--- config.mk ---
export PLATFORM = sky130hd
export DESIGN_NAME = mem_port_arbiter
export DESIGN_NICKNAME = d
export VERILOG_FILES = /design/src/rtl/mem_port_arbiter.sv
export SDC_FILE = /design/constraint.sdc
export NUM_CORES = 1
export LEC_CHECK = 0
export BUFFER_PORTS_ARGS = -buffer_cell sky130_fd_sc_hd__buf_4
export CAP_MARGIN = 20
export CORE_AREA = 3 3 110 112
export DETAILED_ROUTE_END_ITERATION = 7
export DIE_AREA = 0 0 113 115
export HOLD_SLACK_MARGIN = 0.12
export PLACE_DENSITY_LB_ADDON = 0.3
export SYNTH_ARGS = -nofsm -noshare
export SYNTH_HDL_FRONTEND = slang
export SYNTH_SLANG_ARGS = --single-unit
--- constraint.sdc ---
create_clock -name clk -period 2.75 [get_ports clk]
set_clock_uncertainty 0.05 [all_clocks]
set_input_delay 0.1375 -clock clk [delete_from_list [all_inputs] [get_ports clk]]
set_output_delay 0.1375 -clock clk [all_outputs]
set_load 0.05 [all_outputs]
--- src/rtl/mem_port_arbiter.sv ---
// Shares one cache/memory request port between instruction fetch and data access.
// One outstanding transaction; data has fixed priority with a fetch starvation guard.
module mem_port_arbiter #(
  parameter int ADDR_W       = 32,
  parameter int DATA_W       = 32,
  parameter int ERRTY_W      = 2,
  parameter int STARVE_LIMIT = 4
) (
  input  logic                clk,
  input  logic                rst_n,

  input  logic                i_req_valid,
  output logic                i_req_ready,
  input  logic [ADDR_W-1:0]   i_req_addr,
  input  logic                i_kill,
  output logic                i_resp_valid,
  output logic [DATA_W-1:0]   i_resp_rdata,
  output logic                i_resp_error,
  output logic [ERRTY_W-1:0]  i_resp_errty,

  input  logic                d_req_valid,
  output logic                d_req_ready,
  input  logic [ADDR_W-1:0]   d_req_addr,
  input  logic                d_req_wen,
  input  logic [DATA_W-1:0]   d_req_wdata,
  input  logic [DATA_W/8-1:0] d_req_wmask,
  output logic                d_resp_valid,
  output logic [DATA_W-1:0]   d_resp_rdata,
  output logic                d_resp_error,
  output logic [ERRTY_W-1:0]  d_resp_errty,

  output logic                mem_req_valid,
  input  logic                mem_req_ready,
  output logic [ADDR_W-1:0]   mem_req_addr,
  output logic                mem_req_wen,
  output logic [DATA_W-1:0]   mem_req_wdata,
  output logic [DATA_W/8-1:0] mem_req_wmask,
  input  logic                mem_resp_valid,
  input  logic [DATA_W-1:0]   mem_resp_rdata,
  input  logic                mem_resp_error,
  input  logic [ERRTY_W-1:0]  mem_resp_errty
);

  localparam int CNT_W = $clog2(STARVE_LIMIT + 1);

  typedef enum logic [1:0] {
    IDLE   = 2'd0,
    WAIT_I = 2'd1,
    WAIT_D = 2'd2
  } state_t;

  state_t             state;
  logic               drop;
  logic [CNT_W-1:0]   starve_cnt;

  logic free;
  logic i_elig;
  logic d_elig;
  logic starved;
  logic grant_i;
  logic grant_d;
  logic i_fire;
  logic d_fire;

  // free is gated by rst_n so no request escapes while reset is held
  always_comb begin
    i_elig  = i_req_valid & ~i_kill;
    d_elig  = d_req_valid;
    starved = (starve_cnt >= CNT_W'(STARVE_LIMIT));
    free    = rst_n & ((state == IDLE) | mem_resp_valid);
    grant_i = free & i_elig & (~d_elig | starved);
    grant_d = free & d_elig & ~grant_i;
    i_fire  = i_req_valid & i_req_ready;
    d_fire  = d_req_valid & d_req_ready;
  end

  always_comb begin
    mem_req_valid = grant_i | grant_d;
    i_req_ready   = grant_i & mem_req_ready;
    d_req_ready   = grant_d & mem_req_ready;
    mem_req_addr  = '0;
    mem_req_wen   = 1'b0;
    mem_req_wdata = '0;
    mem_req_wmask = '0;
    if (grant_i) begin
      mem_req_addr = i_req_addr;
    end else if (grant_d) begin
      mem_req_addr  = d_req_addr;
      mem_req_wen   = d_req_wen;
      mem_req_wdata = d_req_wdata;
      mem_req_wmask = d_req_wmask;
    end
  end

  // Responses are forwarded combinationally in the cycle memory returns them
  always_comb begin
    d_resp_valid = mem_resp_valid & (state == WAIT_D);
    i_resp_valid = mem_resp_valid & (state == WAIT_I) & ~drop & ~i_kill;
    d_resp_rdata = '0;
    d_resp_error = 1'b0;
    d_resp_errty = '0;
    i_resp_rdata = '0;
    i_resp_error = 1'b0;
    i_resp_errty = '0;
    if (d_resp_valid) begin
      d_resp_rdata = mem_resp_rdata;
      d_resp_error = mem_resp_error;
      d_resp_errty = mem_resp_errty;
    end
    if (i_resp_valid) begin
      i_resp_rdata = mem_resp_rdata;
      i_resp_error = mem_resp_error;
      i_resp_errty = mem_resp_errty;
    end
  end

  always_ff @(posedge clk or negedge rst_n) begin
    if (!rst_n) begin
      state      <= IDLE;
      drop       <= 1'b0;
      starve_cnt <= '0;
    end else begin
      if (i_fire) begin
        state <= WAIT_I;
      end else if (d_fire) begin
        state <= WAIT_D;
      end else if (mem_resp_valid) begin
        state <= IDLE;
      end

      // drop only persists while the killed fetch is still outstanding
      if ((state == WAIT_I) && !mem_resp_valid && i_kill) begin
        drop <= 1'b1;
      end else if ((state != WAIT_I) || mem_resp_valid) begin
        drop <= 1'b0;
      end

      if (i_fire || !i_elig) begin
        starve_cnt <= '0;
      end else if (!starved) begin
        starve_cnt <= starve_cnt + CNT_W'(1);
      end
    end
  end

`ifdef DEBUG
  a_no_resp_in_idle: assert property (@(posedge clk) disable iff (!rst_n)
    !(mem_resp_valid && (state == IDLE)));
`endif

endmodule

==> results of run 1 <==
[cell families after synthesis]
group / Yosys count / synth area share
AND/OR/NAND/NOR: 156 / 0.544
AO/OA/AOI/OAI: 74 / 0.254
buffers and inverters: 37 / 0.103
flip-flops: 6 / 0.0804
adder cells (fa/ha/maj): 2 / 0.0134
multiplexers: 1 / 0.00536
[cells in the final DEF, fill, tap and decap left out, types with 2 or more instances in the layout]
cell type      instances
o211ai_1              32
inv_2                  2
nor3_1                 3
clkbuf_16              3
inv_1                  3
buf_4                292
ha_1                   2
o21ai_0                3
nor2_1                 3
dlygate4sd3_1          3
and2_4                30
nand3_1               33
nand2b_1               2
and2_1                78
dfrtp_1                6
nand2_1                2
a21oi_1               33
[routing by layer]
| metal | wire length (um) | global-route usage | up-vias |
|---|---|---|---|
| met5 | 0 | 0 | - |
| met2 | 5890 | 0.303 | 189 |
| met1 | 3640 | 0.155 | 1383 |
| li1 | - | - | 1483 |
| met3 | 1070 | 0.0337 | 10 |
| met4 | 180 | 0.0481 | 0 |
[area by class of cell]
class / instances / area (sq um)
Tap cell: 143 / 179
Clock buffer: 3 / 75.1
Fill cell: 1206 / 7150
Inverter: 5 / 18.8
Multi-Input combinational cell: 233 / 1530
Timing Repair Buffer: 295 / 2220
Sequential cell: 6 / 150
[through the flow]
stage	util	instance area (sq um)
floorplan	-	1870
global placement	0.359	4070
detailed placement	0.359	4070
CTS	0.369	4170
global route	0.369	4170
finish	0.369	4170
[flip-flops by register name, summed over array words and instances, names as in the netlist]
name	flops
state	2
starve_cnt	3
drop	1
[final timing paths]
check / endpoint / slack, ns / cells after the start
worst max register to register: state[0] / 1.30 / 4
worst max-delay path: mem_req_wdata[29] / 0.45 / 6
worst min register to register: drop / 0.44 / 1
worst min-delay path: drop / 0.22 / 3
max in group asynchronous: drop / 2.27 / 2
min in group asynchronous: starve_cnt[1] / 0.24 / 2
[critical path: cells and delay by family]
kind            cells  cell delay, ns
compound gates      2            0.83
buf+inv             3            0.87
simple gates        1            0.27
[power by group through the flow]
stage | combinational [mW] | sequential (mW) | clock, mW
after detailed placement | 0.720 | 0.0969 | 0
after global placement | 0.714 | 0.0965 | 0
after CTS | 0.725 | 0.0958 | 0.244
final | 0.718 | 0.0960 | 0.240
after global routing | 0.761 | 0.0962 | 0.247
after floorplan | 0.417 | 0.0961 | 0
[timing repair]
item,4_1_cts,5_1_grt
hold endpoints to repair,9,0
setup endpoints to repair,0,0
hold buffers,3,0
==> results.cfg, run 1 <==
[power_and_ir_drop]
intPower_uw = 569
power_density_mw_per_mm2 = 253
peakVddDrop_v = 0.000161
clockPowerShare = 0.228
combinationalPowerShare = 0.681
p_total_mw = 1.05
p_sw_frac = 0.460
p_seq_frac = 0.091
p_leak_nw = 2.16
power.switching_uw = 485

[setup_path]
worstSetupEndpointType = primary output
reg2reg_from = starve_cnt[2]
cp.arrival_ns = 2.11
crit_start = mem_resp_valid
cpMaxStageDelayCell = o2111a_2
path_max_fanout = 37
timing.critical_path.cells = dlygate4sd3_1, buf_4, o21bai_2, o2111a_2, and2_1, buf_4
critPathKind = in -> out
max_stage_delay_ns = 0.68
start_kind = primary input
cp.required_ns = 2.56
crit_path_frequent_cell = buf_4

[synth]
yosysMostFrequentCell = and2_1
synthArstFlopShare = 1.00
syn_avg_cell_area_sq_um = 6.77
synth_top_area_share = 0.261
synth_cells = 276
synth.cells.most_frequent = and2_1, a21oi_1, nand3_1, o211ai_1, and2_4
ys_ff_latch = 6
syn_nets = 421
yosysTopAreaCell = and2_1
netlist_area_sq_mm = 0.00187
ys.flop_type = dfrtp_1
synth_edf_count = 0
ys_top_cells_by_area = and2_1, and2_4, o211ai_1
ys_seq_area_frac = 0.0804
synth_cell_types = 31
yosysWarningCount = 0

[timing]
relSlewSlack = 0.562
max_freq_mhz = 435
min_period_ns = 2.30
fin_crit_sh = 0.837
worst_pin_slew_ns = 0.657
rsz0062_at_grt = false
hold_viol_final = 0
setup_viol = 0
drv_slew = 0
hold_ws_ns = 0.217
finalWorstSetupSlack_ns = 0.449
fin_tns_setup_ns = 0

[worst_hold_path]
min_from = i_kill
hold_class = in -> reg

[clock_tree]
cts_sinks = 6
clk_path_buf_depth = 2
root_buffer = clkbuf_16
htreeDepth = 1
post-cts-setup-buffer-count = 0
path_clk_slew_ns = 0.03
cts_resized = 0
clk_latency_ns = 0.23
cts_tree = built
cts_buffers = 3

[global_routing]
antenna_found_initial = 0
grt_overflow = 0
grt_max_degree = 38
grt_pass1_wl_um = 15800
track_usage = 0.151
grt_pass1_vias = 3066

[drt]
routed_wl_um = 10800
drtIter0Drc = 103
viasPerCell = 4.47
postRouteAntennaNets = 0
drtPass1Iterations = 4
vias = 3065
route.detailed.drc = 0
avgRoutedWirePerCell_um = 15.7

[cells_and_area]
layout-drive-gt1-share = 0.613
antennaDiodeCount = 0
instances_no_fill = 685
fin_nets = 689
syn_to_final_growth_pct = 123

[place]
hpwlAfterDp_um = 8830
post-place-ws_ns = 0.700
port_buffers = 286
gp_congestion = 0.783
dp_cells = 679

[flow_run]
cap_viol_max_count = 0

[floorplanning]
die-height_um = 115
die-area_sq_mm = 0.0130
start_util = 0.165
rows = 39
die_w_um = 113
core_sq_mm = 0.0113
io_pins = 287

[status]
run_status = finished clean
No activity file was read; power rests on OpenSTA's default activity.
==> inputs of run 2 (changes only) <==
--- a/config.mk
+++ b/config.mk
@@ -7,9 +7,9 @@
 export LEC_CHECK = 0
 export BUFFER_PORTS_ARGS = -buffer_cell sky130_fd_sc_hd__buf_4
 export CAP_MARGIN = 20
-export CORE_AREA = 3 3 110 112
+export CORE_AREA = 3 3 111 113
 export DETAILED_ROUTE_END_ITERATION = 7
-export DIE_AREA = 0 0 113 115
+export DIE_AREA = 0 0 114 116
 export HOLD_SLACK_MARGIN = 0.12
 export PLACE_DENSITY_LB_ADDON = 0.3
 export SYNTH_ARGS = -nofsm -noshare
==> constraint.sdc (replaced) <==
create_clock -name clk -period 2.3 [get_ports clk]
set_clock_uncertainty 0.05 [all_clocks]
set_input_delay 0.115 -clock clk [delete_from_list [all_inputs] [get_ports clk]]
set_output_delay 0.115 -clock clk [all_outputs]
set_load 0.05 [all_outputs]
==> run 2 against run 1 <==
Critical path depth grew 1. Die area rose by 1.8%. Hold slack worse by 0.029 ns. Worst setup slack worse by 0.22 ns. Sequential share of layout area is essentially flat. Core utilization shrank 0.12 points. Combinational power grew 19%. Global-route usage is 1.2 points lower. Final cell count rose by 0.44%. First-iteration DRC count rose by 12%. Sequential power up 19%. Clock-buffer cell count unchanged. Highest routed layer unchanged.
==> results.cfg, run 2 (synthesis gave the netlist of run 1 again) <==
[place]
dp_cells = 682
gp_congestion = 0.724
port_buffers = 286
hpwlAfterDp_um = 8330

[drt]
routed_wl_um = 10200
drtPass1Iterations = 4
route.detailed.drc = 0
postRouteAntennaNets = 0
avgRoutedWirePerCell_um = 14.9
viasPerCell = 4.49
drtIter0Drc = 115
vias = 3089

[worst_hold_path]
hold_path_depth = 3
hold_class = in -> reg

[timing]
relSlewSlack = 0.712
drv_slew = 0
setup_viol = 0
rsz0062_at_grt = false
worst_pin_slew_ns = 0.433
fin_tns_setup_ns = 0
max_freq_mhz = 483
min_period_ns = 2.07
hold_viol_final = 0
hold_ws_ns = 0.189
fin_crit_sh = 0.900

[global_routing]
grt_max_degree = 38
grt_pass1_wl_um = 15000
grt_overflow = 0
grt_pass1_vias = 3017
antenna_found_initial = 0
track_usage = 0.139

[setup_path]
worstSetupEndpointType = primary output
cp.arrival_ns = 1.91
path_max_fanout = 37
reg2regPathDepth = 4
crit_path_frequent_cell = buf_4
cpMaxStageDelayCell = dlygate4sd3_1
max_stage_delay_ns = 0.54
critPathKind = in -> out
cp.required_ns = 2.13
critPathBufInv = 4
cp.depth = 7
timing.critical_path.cells = dlygate4sd3_1, buf_4, o21bai_2, o2111a_2, buf_4, and2_1, buf_4
crit_family = buffers and inverters
start_kind = primary input

[floorplanning]
die-height_um = 116
core_sq_mm = 0.0114
rows = 39
die-area_sq_mm = 0.0132
die_w_um = 114
io_pins = 287
start_util = 0.164

[clock_tree]
cts_tree = built
clk_latency_ns = 0.23
cts_sinks = 6
clk_path_buf_depth = 2
root_buffer = clkbuf_16
cts_buffers = 3
path_clk_slew_ns = 0.03
htreeDepth = 1

[power_and_ir_drop]
p_sw_frac = 0.457
p_leak_nw = 2.17
p_seq_frac = 0.091
power.switching_uw = 577
power_density_mw_per_mm2 = 301
combinationalPowerShare = 0.679
peakVddDrop_v = 0.000176
intPower_uw = 685
clockPowerShare = 0.230

[flow_run]
cap_viol_max_count = 0

[cells_and_area]
instances_no_fill = 688
syn_to_final_growth_pct = 125
largest_reg_flops = 3
mostFrequentLayoutCells = buf_4, and2_1, nand3_1, a21oi_1, o211ai_1
regMostFlops = starve_cnt
fin_nets = 692
largest_registers = starve_cnt (3), state (2), drop (1)
final_common_cell = buf_4
antennaDiodeCount = 0
fillers = 1206
final_core_util = 0.367
layout-drive-gt1-share = 0.615

[status]
run_status = finished clean
==> run 2: cell types whose count changed in the layout (fill, tap and decap cells not counted) <==
cell | previous run | this run
buf_4 | 292 | 295
==> run 2: what timing repair did <==
| action | CTS | global route |
|---|---|---|
| hold endpoints to repair | 9 | 0 |
| setup buffers | 0 | 0 |
| endpoints found under the setup margin | 0 | 0 |
| gates resized for setup | 0 | 0 |
| hold buffers | 3 | 0 |
==> run 2: final cells by class <==
type | count | area, sq um | share of cell area
timing repair buffer | 298 | 2240 | 0.535
sequential | 6 | 150 | 0.0358
clock buffer | 3 | 75.1 | 0.0179
multi-input combinational | 233 | 1530 | 0.364
tap | 143 | 179 | 0.0426
inverter | 5 | 18.8 | 0.00447
==> run 2: power groups by stage <==
stage / sequential, mW / combinational [mW] / clock (mW)
after global routing: 0.115 / 0.911 / 0.299
after detailed placement: 0.115 / 0.861 / 0
after floorplan: 0.115 / 0.499 / 0
after CTS: 0.114 / 0.867 / 0.293
final: 0.114 / 0.857 / 0.290
after global placement: 0.115 / 0.856 / 0
==> run 2: metal layers <==
layer | global-route usage | routed length [um] | part of all wire
met5 | 0 | 0 | 0
met4 | 0.0333 | 174 | 0.017
met3 | 0.0366 | 1140 | 0.11
met2 | 0.278 | 5660 | 0.55
met1 | 0.143 | 3270 | 0.32
==> run 2: path summary, 6_finish.rpt <==
path | startpoint | endpoint | slack [ns]
setup / recovery | mem_resp_valid | mem_req_wdata[18] | 0.23
hold / removal | i_kill | drop | 0.19
setup reg to reg | starve_cnt[2] | starve_cnt[0] | 0.85
hold reg to reg | state[1] | drop | 0.44
max in group asynchronous | rst_n | state[0] | 1.85
min in group asynchronous | rst_n | starve_cnt[0] | 0.21
==> run 2: metrics by stage <==
stage	power, mW	setup slack, ns	area (sq um)
6_report	1.26	0.230	4200
5_1_grt	1.32	0.0784	4200
4_1_cts	1.28	0.169	4200
2_1_floorplan	0.614	0.411	1870
3_3_place_gp	0.971	0.460	4090
3_5_place_dp	0.976	0.442	4090
==> run 2: worst min-delay path, cell delays in order <==
cell and delay [ns]:
buf_4 0.12, nor2_1 0.12, nor3_1 0.06
